===== config.mk =====
export PLATFORM = sky130hd
export DESIGN_NAME = layer_colorizer
export DESIGN_NICKNAME = d
export VERILOG_FILES = /design/src/rtl/layer_colorizer.sv
export SDC_FILE = /design/constraint.sdc
export NUM_CORES = 1
export LEC_CHECK = 0
export CAP_MARGIN = 20
export CORE_MARGIN = 2
export CORE_UTILIZATION = 57
export DETAILED_ROUTE_END_ITERATION = 7
export GPL_ROUTABILITY_DRIVEN = 0
export PLACE_DENSITY = 0.84
export SETUP_SLACK_MARGIN = 0.3
export SLEW_MARGIN = 5
export SYNTH_ARGS = -nofsm -noshare
export SYNTH_HDL_FRONTEND = slang
export SYNTH_SLANG_ARGS = --single-unit
export TNS_END_PERCENT = 1

===== constraint.sdc =====
create_clock -name clock -period 1.75 [get_ports clock]
set_input_delay 0.2625 -clock clock [delete_from_list [all_inputs] [get_ports clock]]
set_output_delay 0.2625 -clock clock [all_outputs]
set_load 0.02 [all_outputs]

===== src/rtl/layer_colorizer.sv =====
// layer_colorizer: two-stage VGA colour pipeline.
// Stage 1 picks the highest-priority (lowest-index) nonzero icon channel.
// Stage 2 looks the pixel up in the icon or world palette.
// Palettes are writable only during blanking.
// Optional blink feature: define LAYER_COLORIZER_BLINK_EN. While the blink
// phase is 0, all-ones icon codes are hidden.
module layer_colorizer #(
  parameter int NUM_ICONS    = 6,
  parameter int PIX_W        = 2,
  parameter int BLINK_FRAMES = 30
) (
  input  logic                       clock,
  input  logic                       reset,
  input  logic                       video_on,
  input  logic                       frame_start,
  input  logic [PIX_W-1:0]           world_pixel,
  input  logic [NUM_ICONS*PIX_W-1:0] icon_bus,
  input  logic                       pal_wr_valid,
  output logic                       pal_wr_ready,
  input  logic                       pal_wr_sel,
  input  logic [PIX_W-1:0]           pal_wr_addr,
  input  logic [11:0]                pal_wr_data,
  output logic [3:0]                 red,
  output logic [3:0]                 green,
  output logic [3:0]                 blue,
  output logic                       video_on_out
);

  localparam int PAL_N = 1 << PIX_W;

  logic [NUM_ICONS-1:0][PIX_W-1:0] icons;
  assign icons = icon_bus;

  function automatic logic [11:0] world_rst(input int i);
    case (i)
      0:       return 12'hFFF;
      2:       return 12'hC60;
      3:       return 12'h0F0;
      default: return 12'h000;
    endcase
  endfunction

  function automatic logic [11:0] icon_rst(input int i);
    case (i)
      2:       return 12'hF00;
      3:       return 12'h00F;
      default: return 12'h000;
    endcase
  endfunction

  logic [11:0]      wpal_q [PAL_N];
  logic [11:0]      wpal_d [PAL_N];
  logic [11:0]      ipal_q [PAL_N];
  logic [11:0]      ipal_d [PAL_N];
  logic             ready_q, ready_d;
  logic             hit_q, hit_d;
  logic [PIX_W-1:0] code_q, code_d;
  logic [PIX_W-1:0] world_q, world_d;
  logic             von1_q, von1_d;
  logic [11:0]      rgb_q, rgb_d;
  logic             von2_q, von2_d;
  logic             hide_ones;

`ifdef LAYER_COLORIZER_BLINK_EN
  localparam int CNT_W = (BLINK_FRAMES > 1) ? $clog2(BLINK_FRAMES) : 1;

  logic [CNT_W-1:0] cnt_q, cnt_d;
  logic             phase_q, phase_d;

  // frame counter: wraps at BLINK_FRAMES-1 and flips the blink phase on wrap
  always_comb begin
    cnt_d   = cnt_q;
    phase_d = phase_q;
    if (frame_start) begin
      if (cnt_q == CNT_W'(BLINK_FRAMES - 1)) begin
        cnt_d   = '0;
        phase_d = ~phase_q;
      end else begin
        cnt_d = cnt_q + 1'b1;
      end
    end
  end

  // blink state registers
  always_ff @(posedge clock or negedge reset) begin
    if (!reset) begin
      cnt_q   <= '0;
      phase_q <= 1'b0;
    end else begin
      cnt_q   <= cnt_d;
      phase_q <= phase_d;
    end
  end

  assign hide_ones = ~phase_q;
`else
  logic unused_blink;
  assign unused_blink = frame_start & (BLINK_FRAMES > 0);
  assign hide_ones    = 1'b0;
`endif

  // next state: palette write port, priority select (stage 1), lookup (stage 2)
  always_comb begin
    wpal_d  = wpal_q;
    ipal_d  = ipal_q;
    hit_d   = 1'b0;
    code_d  = '0;
    ready_d = ~video_on;
    if (pal_wr_valid && ready_q) begin
      if (pal_wr_sel) ipal_d[pal_wr_addr] = pal_wr_data;
      else            wpal_d[pal_wr_addr] = pal_wr_data;
    end
    // descending scan so that the lowest qualifying channel is assigned last
    for (int i = NUM_ICONS - 1; i >= 0; i--) begin
      if ((icons[i] != '0) && !(hide_ones && (icons[i] == '1))) begin
        hit_d  = 1'b1;
        code_d = icons[i];
      end
    end
    world_d = world_pixel;
    von1_d  = video_on;
    // a hit always carries a nonzero code, so icon entry 0 is never shown
    rgb_d   = !von1_q ? 12'h000 : (hit_q ? ipal_q[code_q] : wpal_q[world_q]);
    von2_d  = von1_q;
  end

  // state registers; palettes reload their default colours on reset
  always_ff @(posedge clock or negedge reset) begin
    if (!reset) begin
      for (int i = 0; i < PAL_N; i++) begin
        wpal_q[i] <= world_rst(i);
        ipal_q[i] <= icon_rst(i);
      end
      ready_q <= 1'b0;
      hit_q   <= 1'b0;
      code_q  <= '0;
      world_q <= '0;
      von1_q  <= 1'b0;
      rgb_q   <= 12'h000;
      von2_q  <= 1'b0;
    end else begin
      wpal_q  <= wpal_d;
      ipal_q  <= ipal_d;
      ready_q <= ready_d;
      hit_q   <= hit_d;
      code_q  <= code_d;
      world_q <= world_d;
      von1_q  <= von1_d;
      rgb_q   <= rgb_d;
      von2_q  <= von2_d;
    end
  end

  assign pal_wr_ready = ready_q;
  assign red          = rgb_q[11:8];
  assign green        = rgb_q[7:4];
  assign blue         = rgb_q[3:0];
  assign video_on_out = von2_q;

endmodule


==> impl_results.md, run 1 <==
- Ys flop type: dfrtp_1
- P&R area growth vs syn: 27.1%
- Vias per inst: 5.88
- Post-synthesis sequential area ratio: 59.1%
- Initial core utilization: 57.8%
- Syn nets: around 330
- Pwr/cell area: approximately 1300 nW/um2
- Core area: around 8600 um2
- Max stage delay on crit path: 440 ps
- Slowest cell on the critical path: dfrtp_2
- Worst Setup EP: pal_wr_ready
- Most frequent cell after synthesis: mux2_2
- Yosys Warn Count: 0
- Post-route clock skew: 5.50 ps
- Post-route ant nets: 0
- Post-synth top area share: 44.3%
- Post-synthesis register bit count: about 120
- Top cells by area, synth: dfrtp_1, mux2_2, dfstp_2
- First-pass GRT wire length: 16900 um
- Worst r2r src: code_q[0]
- Post-synth top cells: mux2_2, dfrtp_1, dfstp_2
- Clock Sinks: 116
- Hpwl dp: 6520 um
- Hold Vio Cnt, Final: 0
- Top sig layer: met4
- Design Area, Final: 6310 um2
- Initial antenna violation count: 0
- Run status: complete, no violations
- Critical Path, Cell by Cell: dlygate4sd2_1
- Nature of the critical path endpoint: output pin
- Placed Area: 5710 um2
- Mapped Area: 4970 um2
- Total GRT Usage: 24.0%
- Hold Crit Class: input pin to flop
- Cell variety after synth: 28
- Met2 wire len: 5540 um
- Clk slew on worst S/H paths: 60 ps
- Clock period minus worst slack: 1550 ps
- Wire per inst: approximately 22 um
- Largest net degree at the start of global routing: 42
- Delay-heaviest family, CP: flip-flops
- Crit path buf inv count: 1
- Share of cells above drive strength 1: a little over half
- Final Setup Violations: 0
- R2R setup slack: 290 ps
- Post-CTS setup buffers: 0
- RSZ-0062 raised after global routing: true
- Worst-path fanout max: 3
- Die area: 9480 um2
- Synthesized instance count: 298
- Die Ht: 97.4 um
- Crit Path Class: flop to output pin
- Fmax: 646 MHz
- FF-to-FF path depth: 3
- Critical Path Stages: 1
- Number of diodes: 0
- R2R Path End: rgb_q[8]
- Nets@finish: about 400
- Syn_area_per_cell: 16.7 um2
- CTS tree: done
- IO Pins: 48
- Cts bufs inserted: 17
- Max cap viols: 0
- Met3 routed WL: 454 um
- DRT iter0 DRCs: 100
- Peak supply drop: ~0.00075 V
- Clock root cell: clkbuf_8
- Worst Path Required: 1490 ps
- Period utilization: between 80% and 90%
- Max-slew headroom: 66.6%
- Die width: 97.4 um
- Number of I/O port buffers: 46
- Dominant cell type by area after synthesis: dfrtp_1
- M1 WL: 4360 um
- Ys async rst share: 100%
- Crit start category: flop
- Crit path from: pal_wr_ready
- Final wirelength: 10600 um
- H-tree level count: 4
- CTS Buffer Depth: 2
- Vias in the first global route: 3136
- Final number of max-transition violations: 0
- Final Util: 73.5%
- Clk_lat worst skew: 520 ps
- Grt ovf: 0
- Vias: 2881
- Slew @ Worst Pin: 502 ps
- Leak: roughly 2.7 nW
- Arrival @ worst endpoint: 1290 ps
- Num rows: 34
- Post-synth EDFFs: 0
- 1st-pass router iterations: 4
- DRC: 0
==> cell usage in the layout (no fill, tap or decap), types with 2 or more instances in the layout <==
master | synthesis | final
inv_1 | 3 | 3
clkdlybuf4s50_1 | 0 | 31
nor3_1 | 2 | 2
buf_4 | 2 | 13
o21ai_0 | 2 | 2
bufinv_16 | 0 | 3
inv_6 | 0 | 7
nor2_1 | 9 | 9
nor2b_1 | 3 | 3
clkbuf_16 | 0 | 16
buf_12 | 0 | 7
dlygate4sd2_1 | 0 | 13
clkinv_4 | 0 | 4
nand2b_1 | 4 | 4
a22o_1 | 12 | 12
or3_4 | 2 | 2
mux2_2 | 96 | 96
mux4_2 | 24 | 24
dfstp_2 | 28 | 28
dfrtp_1 | 88 | 87
==> metrics by stage <==
| step | setup TNS, ps | worst slack [ps] | power [mW] | std cells | hold slack, ps |
|---|---|---|---|---|---|
| after global routing | 0 | 169 | 8.80 | 490 | 188 |
| after CTS | 0 | 56.4 | 8.53 | 490 | 175 |
| after floorplan | 0 | 289 | 4.50 | 298 | -33.1 |
| after detailed placement | -3950 | -105 | 5.02 | 457 | 262 |
| final | 0 | 201 | 8.50 | 490 | 181 |
| after global placement | -1940 | -64.9 | 4.91 | 457 | 254 |
==> power by group <==
group	total, mW	switching (mW)	internal (mW)	leakage (nW)
Combinational	1.31	0.487	0.828	1.05
Sequential	3.65	0.282	3.37	1.37
Clock	3.53	1.33	2.21	0.295
==> worst min-delay path by stage <==
stage	start	to	slack (ps)	depth (start not counted)
3_5_place_dp	reset	rgb_q[1]	260	1
6_report	world_pixel[0]	world_q[0]	180	1
4_1_cts	world_pixel[0]	world_q[0]	180	1
5_1_grt	world_pixel[0]	world_q[0]	190	1
3_3_place_gp	reset	rgb_q[1]	250	1
2_1_floorplan	reset	code_q[0]	-30	0
==> area by class of cell <==
type | count | area, um2
Sequential cell | 116 | 2940
Fill cell | 528 | 2280
Multi-Input combinational cell | 165 | 1940
Timing Repair Buffer | 66 | 684
Clock buffer | 17 | 414
Clock inverter | 15 | 194
Tap cell | 108 | 135
Inverter | 3 | 11.3
==> cells by family (layout without fill, tap and decap cells) <==
logic type / count (synthesis) / count (layout) / synth area share (%)
multiplexers: 120 / 120 / 32.6
flip-flops: 116 / 116 / 59.1
AND/OR/NAND/NOR: 26 / 26 / 3.27
AO/OA/AOI/OAI: 19 / 19 / 3.05
buffers and inverters: 17 / 101 / 1.89
==> state kept, by name (all words and copies together), names as in the netlist <==
name,count
ipal_q,48
wpal_q,48
rgb_q,12
code_q,2
world_q,2
hit_q,1
pal_wr_ready,1
video_on_out,1
von1_q,1
==> per-layer routing <==
layer,up-vias,global-route usage (%)
met3,19,5.90
met2,84,40.4
met5,-,0
met1,1508,30.6
met4,0,8.55
li1,1270,-
==> repair_timing <==
item                                    4_1_cts  5_1_grt
hold buffers                                  1        0
gates resized for setup                      13        1
endpoints found under the setup margin       19       55
cloned                                        0        0
endpoints found under the hold margin        28        0
No activity file was read; power rests on OpenSTA's default activity.
==> run 2, diff against run 1 <==
==> constraint.sdc (replaced) <==
create_clock -name clock -period 1.75 [get_ports clock]
set_input_delay 0.4375 -clock clock [delete_from_list [all_inputs] [get_ports clock]]
set_output_delay 0.4375 -clock clock [all_outputs]
set_load 0.02 [all_outputs]
==> impl_results.md, run 2 (synthesized netlist as in run 1, its figures left out) <==
- Run status: complete, no violations
- Post-route clock skew: between 6 and 7 ps
- FF-to-FF path depth: 4
- DRT iter0 DRCs: 94
- 1st-pass router iterations: 4
- R2R Path End: ipal_q[37]
- Initial core utilization: a little under 60%
- Regs by FF count: ipal_q (48), wpal_q (48), rgb_q (12)
- Max cap viols: 0
- Hpwl dp: 6310 um
- Max-slew headroom: between 70 and 80%
- Peak supply drop: 0.000686 V
- Clk slew on worst S/H paths: 60 ps
- Commonest non-fill, non-tap cells in the layout: mux2_2, dfrtp_1, clkdlybuf4s50_1
- Fillers: 544
- Grt ovf: 0
- Arrival @ worst endpoint: 1900 ps
- Crit Path Class: input pin to flop
- Vias per inst: 5.91
- Final wirelength: 10500 um
- Hold Vio Cnt, Final: 0
- Worst Path Required: 2150 ps
- Die Ht: 97.4 um
- Slowest cell on the critical path: clkdlybuf4s50_1
- Period utilization: 85.9%
- Clk_lat worst skew: 520 ps
- First-pass GRT wire length: 17000 um
- Fmax: 665 MHz
- Worst Hold Slack: 352 ps
- Largest net degree at the start of global routing: 84
- Leak: between 2 and 3 nW
- RSZ-0062 raised after global routing: true
- Total GRT Usage: 24.1%
- Nets@finish: 404
- Core area: 8590 um2
- Post-route ant nets: 0
- Pwr/cell area: approximately 1300 nW/um2
- Clock root cell: clkbuf_8
- Final Setup Violations: 0
- Max stage delay on crit path: 570 ps
- Critical Path, Cell by Cell: clkdlybuf4s50_1 > nand3_4 > or3_4 > mux2_2
- Worst-path fanout max: 6
- Clock period minus worst slack: between 1500 and 2000 ps
- Wire per inst: 21.4 um
- Nature of the critical path endpoint: flop
- CTS tree: done
- Worst Setup EP: ipal_q[37]
- Number of I/O port buffers: 46
- Cts bufs inserted: 17
- Slew @ Worst Pin: 430 ps
- Number of diodes: 0
- Vias: 2902
- Worst r2r src: pal_wr_ready
- Die width: 97.4 um
- Crit path from: pal_wr_valid
- DRC: 0
- Share of cells above drive strength 1: 58.2%
- Clock Sinks: about 120
- Final Util: 72.6%
- Final number of max-transition violations: 0
- Num rows: 34
- Crit start category: input pin
- CTS Buffer Depth: 2
- Initial antenna violation count: 0
- Most common cell after layout, fill and taps aside: mux2_2
- R2R setup slack: 270 ps
- Hold Crit Class: input pin to flop
- H-tree level count: 4
- IO Pins: 48
- Die area: 9480 um2
- P&R area growth vs syn: 25.5%
- Vias in the first global route: 3208
==> run 2: what timing repair did <==
action                                 in CTS  in global routing
hold buffers                                1                  0
endpoints found under the hold margin      88                  0
gates cloned                                0                  1
resized for setup                          58                  7
setup buffers                               1                  0
pin swaps                                   0                  1
setup endpoints to repair                  29                114
==> run 2: layer usage <==
metal | share of wire [%] | vias to the layer above | track usage, % | wire length [um]
met5 | 0 | - | 0 | 0
met3 | 4.3 | 21 | 6.04 | 450
met1 | 41 | 1533 | 30.1 | 4300
met4 | 2.3 | 0 | 11.6 | 238
met2 | 53 | 79 | 39.7 | 5530
li1 | - | 1269 | - | -
==> run 2: final cells by class <==
cell class	instances	area, um2	share of cell area, %
multi-input combinational	166	1960	31.5
sequential	116	2940	47.1
inverter	3	11.3	0.181
clock inverter	12	106	1.71
tap	108	135	2.17
timing repair buffer	66	627	10.1
clock buffer	20	455	7.30
==> run 2: worst min path at each step <==
stage	from	to	slack, ps	cells past startpoint
finish	world_pixel[0]	world_q[0]	350	1
global route	world_pixel[1]	world_q[1]	340	1
CTS	world_pixel[1]	world_q[1]	340	1
detailed placement	von1_q	video_on_out	390	0
global placement	von1_q	video_on_out	390	0
floorplan	reset	code_q[0]	140	0
==> run 2: power by group <==
group | switching (mW) | internal (mW) | total [mW]
combinational | 0.482 | 0.812 | 1.29
sequential | 0.280 | 3.37 | 3.65
clock | 1.23 | 1.98 | 3.21
==> run 2: worst max-delay path, delay by kind of cell <==
family	cells	cell delay, ps
buf+inv	1	570
mux	1	300
simple gates	2	590
==> run 2: per-stage QoR <==
stage	total power [mW]	setup TNS, ps	worst slack [ps]	cell area, um2	instances
floorplan	4.50	0	289	4970	298
global placement	4.91	-17530	-239	5690	456
detailed placement	5.01	-19490	-259	5690	456
CTS	8.18	0	243	6200	490
global route	8.49	0	212	6240	491
finish	8.15	0	247	6240	491
==> run 3, diff against run 2 <==
--- a/config.mk
+++ b/config.mk
@@ -12,7 +12,6 @@
 export GPL_ROUTABILITY_DRIVEN = 0
 export PLACE_DENSITY = 0.84
 export SETUP_SLACK_MARGIN = 0.3
-export SLEW_MARGIN = 5
 export SYNTH_ARGS = -nofsm -noshare
 export SYNTH_HDL_FRONTEND = slang
 export SYNTH_SLANG_ARGS = --single-unit
==> results of run 3 <==
Same layout as run 2: the final DEF is identical, and so are final timing and power.
